### src/rtl/text_line_renderer.sv
// Text-mode line renderer: walks one text row of the character map, fetches
// each glyph byte from a registered 1bpp ROM and expands it into eight palette
// indices written to the line buffer.
module text_line_renderer #(
  parameter int MAP_COLS   = 80,
  parameter int ROW_STRIDE = 128
) (
  input  logic        clk,
  input  logic        rst,
  input  logic        line_start,
  input  logic [8:0]  line_y,
  input  logic [16:0] map_base,
  input  logic        charset_hi,
  output logic [16:0] map_addr,
  output logic        map_strobe,
  input  logic        map_ack,
  input  logic [15:0] map_data,
  output logic [11:0] char_rom_addr,
  input  logic [7:0]  char_rom_data,
  output logic        lb_wr_en,
  output logic [9:0]  lb_wr_addr,
  output logic [7:0]  lb_wr_data,
  output logic        busy,
  output logic        done
);

  typedef enum logic [1:0] {IDLE, MAP_REQ, GLYPH_WAIT, PIXELS} state_t;

  localparam logic [6:0] LAST_COL = 7'(MAP_COLS - 1);

  state_t      state_q, state_d;
  logic [5:0]  row_q, row_d;          // text row of the line being rendered
  logic [2:0]  grow_q, grow_d;        // glyph scanline within the text row
  logic [16:0] base_q, base_d;
  logic        cs_q, cs_d;
  logic [6:0]  col_q, col_d;
  logic [2:0]  px_q, px_d;
  logic [3:0]  fg_q, fg_d, bg_q, bg_d;
  logic [11:0] rom_addr_q, rom_addr_d;
  logic [7:0]  wdata_q, wdata_d;      // last written pixel, held while not writing
  logic        done_q, done_d;

  logic [16:0] row_off;
  logic [7:0]  pix_data;

  // Map address is derived from the latched line parameters; 17-bit sum wraps.
  assign row_off  = 17'(row_q) * 17'(ROW_STRIDE);
  assign map_addr = base_q + row_off + {10'd0, col_q};

  // Glyph bit 7 is the leftmost pixel, so pixel px reads bit 7-px.
  assign pix_data = {4'h0, char_rom_data[3'd7 - px_q] ? fg_q : bg_q};

  assign map_strobe    = (state_q == MAP_REQ);
  assign lb_wr_en      = (state_q == PIXELS);
  assign lb_wr_addr    = {col_q, px_q};
  assign lb_wr_data    = (state_q == PIXELS) ? pix_data : wdata_q;
  assign char_rom_addr = rom_addr_q;
  assign busy          = (state_q != IDLE);
  assign done          = done_q;

  // Next-state and datapath: one character per MAP_REQ/GLYPH_WAIT/PIXELS pass.
  always_comb begin
    state_d    = state_q;
    row_d      = row_q;
    grow_d     = grow_q;
    base_d     = base_q;
    cs_d       = cs_q;
    col_d      = col_q;
    px_d       = px_q;
    fg_d       = fg_q;
    bg_d       = bg_q;
    rom_addr_d = rom_addr_q;
    wdata_d    = wdata_q;
    done_d     = 1'b0;
    case (state_q)
      IDLE: begin
        if (line_start) begin
          row_d   = line_y[8:3];
          grow_d  = line_y[2:0];
          base_d  = map_base;
          cs_d    = charset_hi;
          col_d   = 7'd0;
          px_d    = 3'd0;
          state_d = MAP_REQ;
        end
      end
      MAP_REQ: begin
        if (map_ack) begin
          fg_d       = map_data[11:8];
          bg_d       = map_data[15:12];
          rom_addr_d = {cs_q, map_data[7:0], grow_q};
          px_d       = 3'd0;
          state_d    = GLYPH_WAIT;
        end
      end
      GLYPH_WAIT: state_d = PIXELS;
      PIXELS: begin
        wdata_d = pix_data;
        if (px_q == 3'd7) begin
          if (col_q == LAST_COL) begin
            state_d = IDLE;
            done_d  = 1'b1;
          end else begin
            col_d   = 7'(col_q + 7'd1);
            state_d = MAP_REQ;
          end
        end else begin
          px_d = 3'(px_q + 3'd1);
        end
      end
      default: state_d = IDLE;
    endcase
  end

  // State register; reset clears everything so outputs read zero immediately.
  always_ff @(posedge clk) begin
    if (rst) begin
      state_q    <= IDLE;
      row_q      <= '0;
      grow_q     <= '0;
      base_q     <= '0;
      cs_q       <= 1'b0;
      col_q      <= '0;
      px_q       <= '0;
      fg_q       <= '0;
      bg_q       <= '0;
      rom_addr_q <= '0;
      wdata_q    <= '0;
      done_q     <= 1'b0;
    end else begin
      state_q    <= state_d;
      row_q      <= row_d;
      grow_q     <= grow_d;
      base_q     <= base_d;
      cs_q       <= cs_d;
      col_q      <= col_d;
      px_q       <= px_d;
      fg_q       <= fg_d;
      bg_q       <= bg_d;
      rom_addr_q <= rom_addr_d;
      wdata_q    <= wdata_d;
      done_q     <= done_d;
    end
  end

endmodule

### config.mk
export PLATFORM = sky130hd
export DESIGN_NAME = text_line_renderer
export DESIGN_NICKNAME = d
export VERILOG_FILES = /design/src/rtl/text_line_renderer.sv
export SDC_FILE = /design/constraint.sdc
export NUM_CORES = 1
export LEC_CHECK = 0
export CAP_MARGIN = 20
export CORE_ASPECT_RATIO = 0.7
export CORE_MARGIN = 3
export CORE_UTILIZATION = 50
export DETAILED_ROUTE_END_ITERATION = 12
export DONT_BUFFER_PORTS = 1
export PLACE_DENSITY = 0.62
export SETUP_SLACK_MARGIN = 0.2
export SLEW_MARGIN = 30
export SYNTH_ARGS = -nofsm -noshare
export SYNTH_HDL_FRONTEND = slang
export SYNTH_SLANG_ARGS = --single-unit
### constraint.sdc
create_clock -name clk -period 2.6 [get_ports clk]
set_input_delay 0.26 -clock clk [delete_from_list [all_inputs] [get_ports clk]]
set_output_delay 0.26 -clock clk [all_outputs]
set_load 0.005 [all_outputs]
Word level (Yosys, flattened, before mapping):

Cells that the tools add are included.

* register bits: 68
* output and inout bits: 51
* input bits: 55

* equal/unequal tests: 10
* add/subtract/negate cells: 5
* multiplexer cells: 18
* reductions and logical operators: 10
* magnitude comparators: 1
* bitwise operators: 2

Operator list (number)
* $mux W7: 3
* $add A17 B13 Y17: 1
* $add A17 B7 Y17: 1
* $pmux W7 S2: 1
* $mux W3: 3
* $pmux W3 S3: 1
* $mux W8: 1
* $pmux W2 S4: 1
* $reduce_and A4 Y1: 2
* $add A7 B1 Y7 const B: 1
* $eq A7 B7 Y1 const B: 1
* $mux W2: 3
* $ne A2 B2 Y1 const B: 3
* $eq A2 B2 Y1 const B: 2
* $lt A3 B4 Y1 const B: 1
* $mux W4: 1
* $ne A2 B1 Y1 const B: 2
* $reduce_and A2 Y1: 2
* $reduce_bool A2 Y1: 2
* $add A3 B1 Y3 const B: 1
* $bmux W1 S3: 1
* $eq A3 B3 Y1 const B: 1
* $mux W1: 3
* $reduce_and A3 Y1: 1
* other kinds (6): 7

Depth between registers and ports, before layout:

* depth after elaboration: 5
* mapped depth: 7
* gate-level depth less buffers: 7

Worst setup path before layout:

No wires, ideal clock.

* path kind: register to output
* start: register col_q[0]
* end: output map_addr[14]
* path slack: 0.408 ns
* arrival: 1.932 ns
* cell stages (with the launch flop): 8
* required time: 2.340 ns
* path through: dfxtp_1 -> ha_1 -> fa_1 -> a211oi_1 -> o21ai_0 -> o21ai_0 -> a21boi_0 -> xor2_1

* cells in the longest elaborated chain, start to end: 1

Ends and longest elaborated chain
* start: declaration: line 36 `logic [6:0] col_q, col_d;`
* start signal: assignment: line 136 `col_q <= col_d;`
* $add A17 B7 Y17: line 48 `assign map_addr = base_q + row_off + {10'd0, col_q};`
* end: declaration: line 14 `output logic [16:0] map_addr,`

No other way between the ends.

Worst setup path after layout:

* start: register col_q[3]
* end: output map_addr[13]

The elaborated chain is that of the path after synthesis.

==> metrics.yaml <==
status: "finished, final reports clean"
hp-class: "in -> reg"
drt_wl_total_um: 8170
seq_area_frac_synth: 0.406
required_ns: 2.34
io-pin-count: 106
dp_worst_setup_slack_ns: 0.236
clk-insertion-delay-late_ns: 0.35
critPathArrivalTime_ns: 2.15
grt_max_degree: 59
antenna_found_initial: 0
synthCells: 409
hold_viol: 0
grt_usage: 0.202
slowest_delay_ns: 0.40
first_pass_iters: 4
num_antenna_cells: 0
fillers: 608
rrSetupSlack_ns: 0.53
cp_max_fo: 5
rsz0062_at_grt: "yes"
initial_core_util: 0.526
syn_area_um2: 3350
ys_top_cells_by_count: "nand2_1 (106), dfxtp_1 (68), a21oi_1 (62), ha_1 (20), nor2_1 (17)"
grt_pass1_wl_um: 12300
p_int_mw: 2.15
synth-edff-count: 0
vias_per_cell: 5.61
clockRootBuffer: "clkbuf_8"
finClkSkew_ns: 0.00719
avgSynthCellArea_um2: 8.19
async_reset_ff_frac: 0
h-tree-depth: 3
die_width_um: 104
drtIter0Drc: 177
cp-end-kind: "output pin"
power.share.clock: 0.328
coreArea_um2: 6370
ant_nets: 0
fin_nets: 491
routabilityCongestion: 0.839
synth_nets: 485
seqPwrFrac: 0.392
clockBufferDepth: 2
cap_violations: 0
grt_pass1_vias: 2412
clk_pin_slew_ns: 0.08
synth.largest_area_cell: "dfxtp_1"
die-area_um2: 7740
ir_drop_uv: 529
synth.top_cell.area_share: 0.406
final_critical_path_setup_slack_ns: 0.191
fmax_ghz: 0.415
yosys_warnings: 0
io_buffers: 0
ys_ff_latch: 68
layout-drive-gt1-share: 0.138
p_leak_nw: 1.54
setup_viol: 0
slew_headroom: 0.523
powerDensity_nw_per_um2: 847
cpMostUsedCell: "o211ai_1"
synth_area_leaders: "dfxtp_1 (41%), nand2_1 (12%), a21oi_1 (9.3%)"
post-route-drc-count: 0
path_delay_family: "compound AO/OA/AOI/OAI gates"
cts_buffers: 9
power.switching_mw: 1.14
cp_slowest_cell: "dfxtp_1"
power.share.switching: 0.346
crit_path_start_kind: "register"
cts_sinks: 68
yosysMostFrequentCell: "nand2_1"
cts_tree: "yes"
slew_viol_final: 0
dpl.hpwl_um: 5660
post-route-period-util: 0.926
ys_types: 46
total_power_mw: 3.29
min_period_ns: 2.41
die-height_um: 74.5
fin_setup_tns_ns: 0
p_comb_frac: 0.280
areaGrowthSynthToFinish_pct: 15.7
worstPathCellList: "ha_4 > o211ai_1 > o211ai_1 > a31oi_1 > o21ai_1 > xor2_1"
cp.buffers_inverters: 0
via_count: 2867
fp-row-count: 24
tightest_slew_ns: 0.716
synth_flop_cell: "dfxtp_1"
grt_overflow: 0
worstSetupPathType: "reg -> out"
wl_per_cell_um: 16.0
[cells by family (layout without fill, tap and decap cells)]
family,Yosys count,after routing,synth area share
multiplexers,8,8,0.0362
flip-flops,68,68,0.406
AND/OR/NAND/NOR,161,161,0.209
buffers and inverters,24,35,0.0269
AO/OA/AOI/OAI,108,108,0.191
adder cells (fa/ha/maj),21,21,0.0807
XOR/XNOR,19,19,0.0497
[worst paths after layout]
path                                                       to                    from  cells past startpoint
worst max-delay path                             map_addr[13]   col_q[3]$_SDFFE_PP0P_                      6
worst min-delay path                     fg_q[1]$_SDFFE_PP0P_             map_data[9]                      2
worst max register to register          col_q[1]$_SDFFE_PP0P_   col_q[0]$_SDFFE_PP0P_                      7
worst min register to register  char_rom_addr[1]$_SDFFE_PP0P_  grow_q[1]$_SDFFE_PP0P_                      2
[per-layer routing]
layer	global-route usage	vias up	wire, um
met5	0	-	0
met4	0.0531	0	59
met3	0.0763	8	642
met2	0.291	96	3490
met1	0.285	1339	3980
li1	-	1424	-
[state kept, by name (all words and copies together) (netlist names)]
register / count
base_q: 17
char_rom_addr: 12
wdata_q: 8
col_q: 7
row_q: 6
bg_q: 4
fg_q: 4
grow_q: 3
px_q: 3
state_q: 2
cs_q: 1
done: 1
[metrics by stage]
stage	std cells	util	hold WS, ns	instance area (um2)
global route	511	0.609	0.0192	3880
floorplan	409	-	0.396	3350
global placement	489	0.542	0.333	3450
detailed placement	489	0.542	0.335	3450
finish	511	0.609	0.0366	3880
CTS	509	0.601	0.0230	3830
[cell usage in the layout (no fill, tap or decap), types with 7 or more instances in the layout]
cell	synthesis	final
a21oi_1	62	61
buf_4	0	11
clkbuf_8	0	9
dfxtp_1	68	62
ha_1	20	16
nand2_1	106	106
nand3_1	9	9
nor2_1	17	16
nor2b_1	9	9
o211ai_1	7	7
o21ai_0	11	7
xnor2_1	7	7
xor2_1	12	12
[what timing repair did]
action	in CTS	in global routing
buffers inserted	3	2
hold endpoints to repair	58	0
setup endpoints to repair	11	11
pin swaps	8	11
gates resized for setup	18	8
hold buffers	1	0
[cell type report]
| cell class | count | area, um2 | share of cell area |
|---|---|---|---|
| well taps | 91 | 114 | 0.0294 |
| inverters | 6 | 22.5 | 0.00581 |
| flip-flops and latches | 68 | 1370 | 0.353 |
| clock buffers | 9 | 124 | 0.0319 |
| clock inverters | 7 | 125 | 0.0323 |
| multi-input cells | 317 | 1990 | 0.514 |
| repair buffers | 13 | 130 | 0.0336 |
[power groups by stage]
stage	registers [mW]	logic (mW)	clock network, mW
2_1_floorplan	1.28	0.701	0
3_3_place_gp	1.30	0.861	0
3_5_place_dp	1.30	0.877	0
4_1_cts	1.29	0.914	1.10
5_1_grt	1.31	1.03	1.14
6_report	1.29	0.919	1.08
Power figures use the tool's default switching activity.
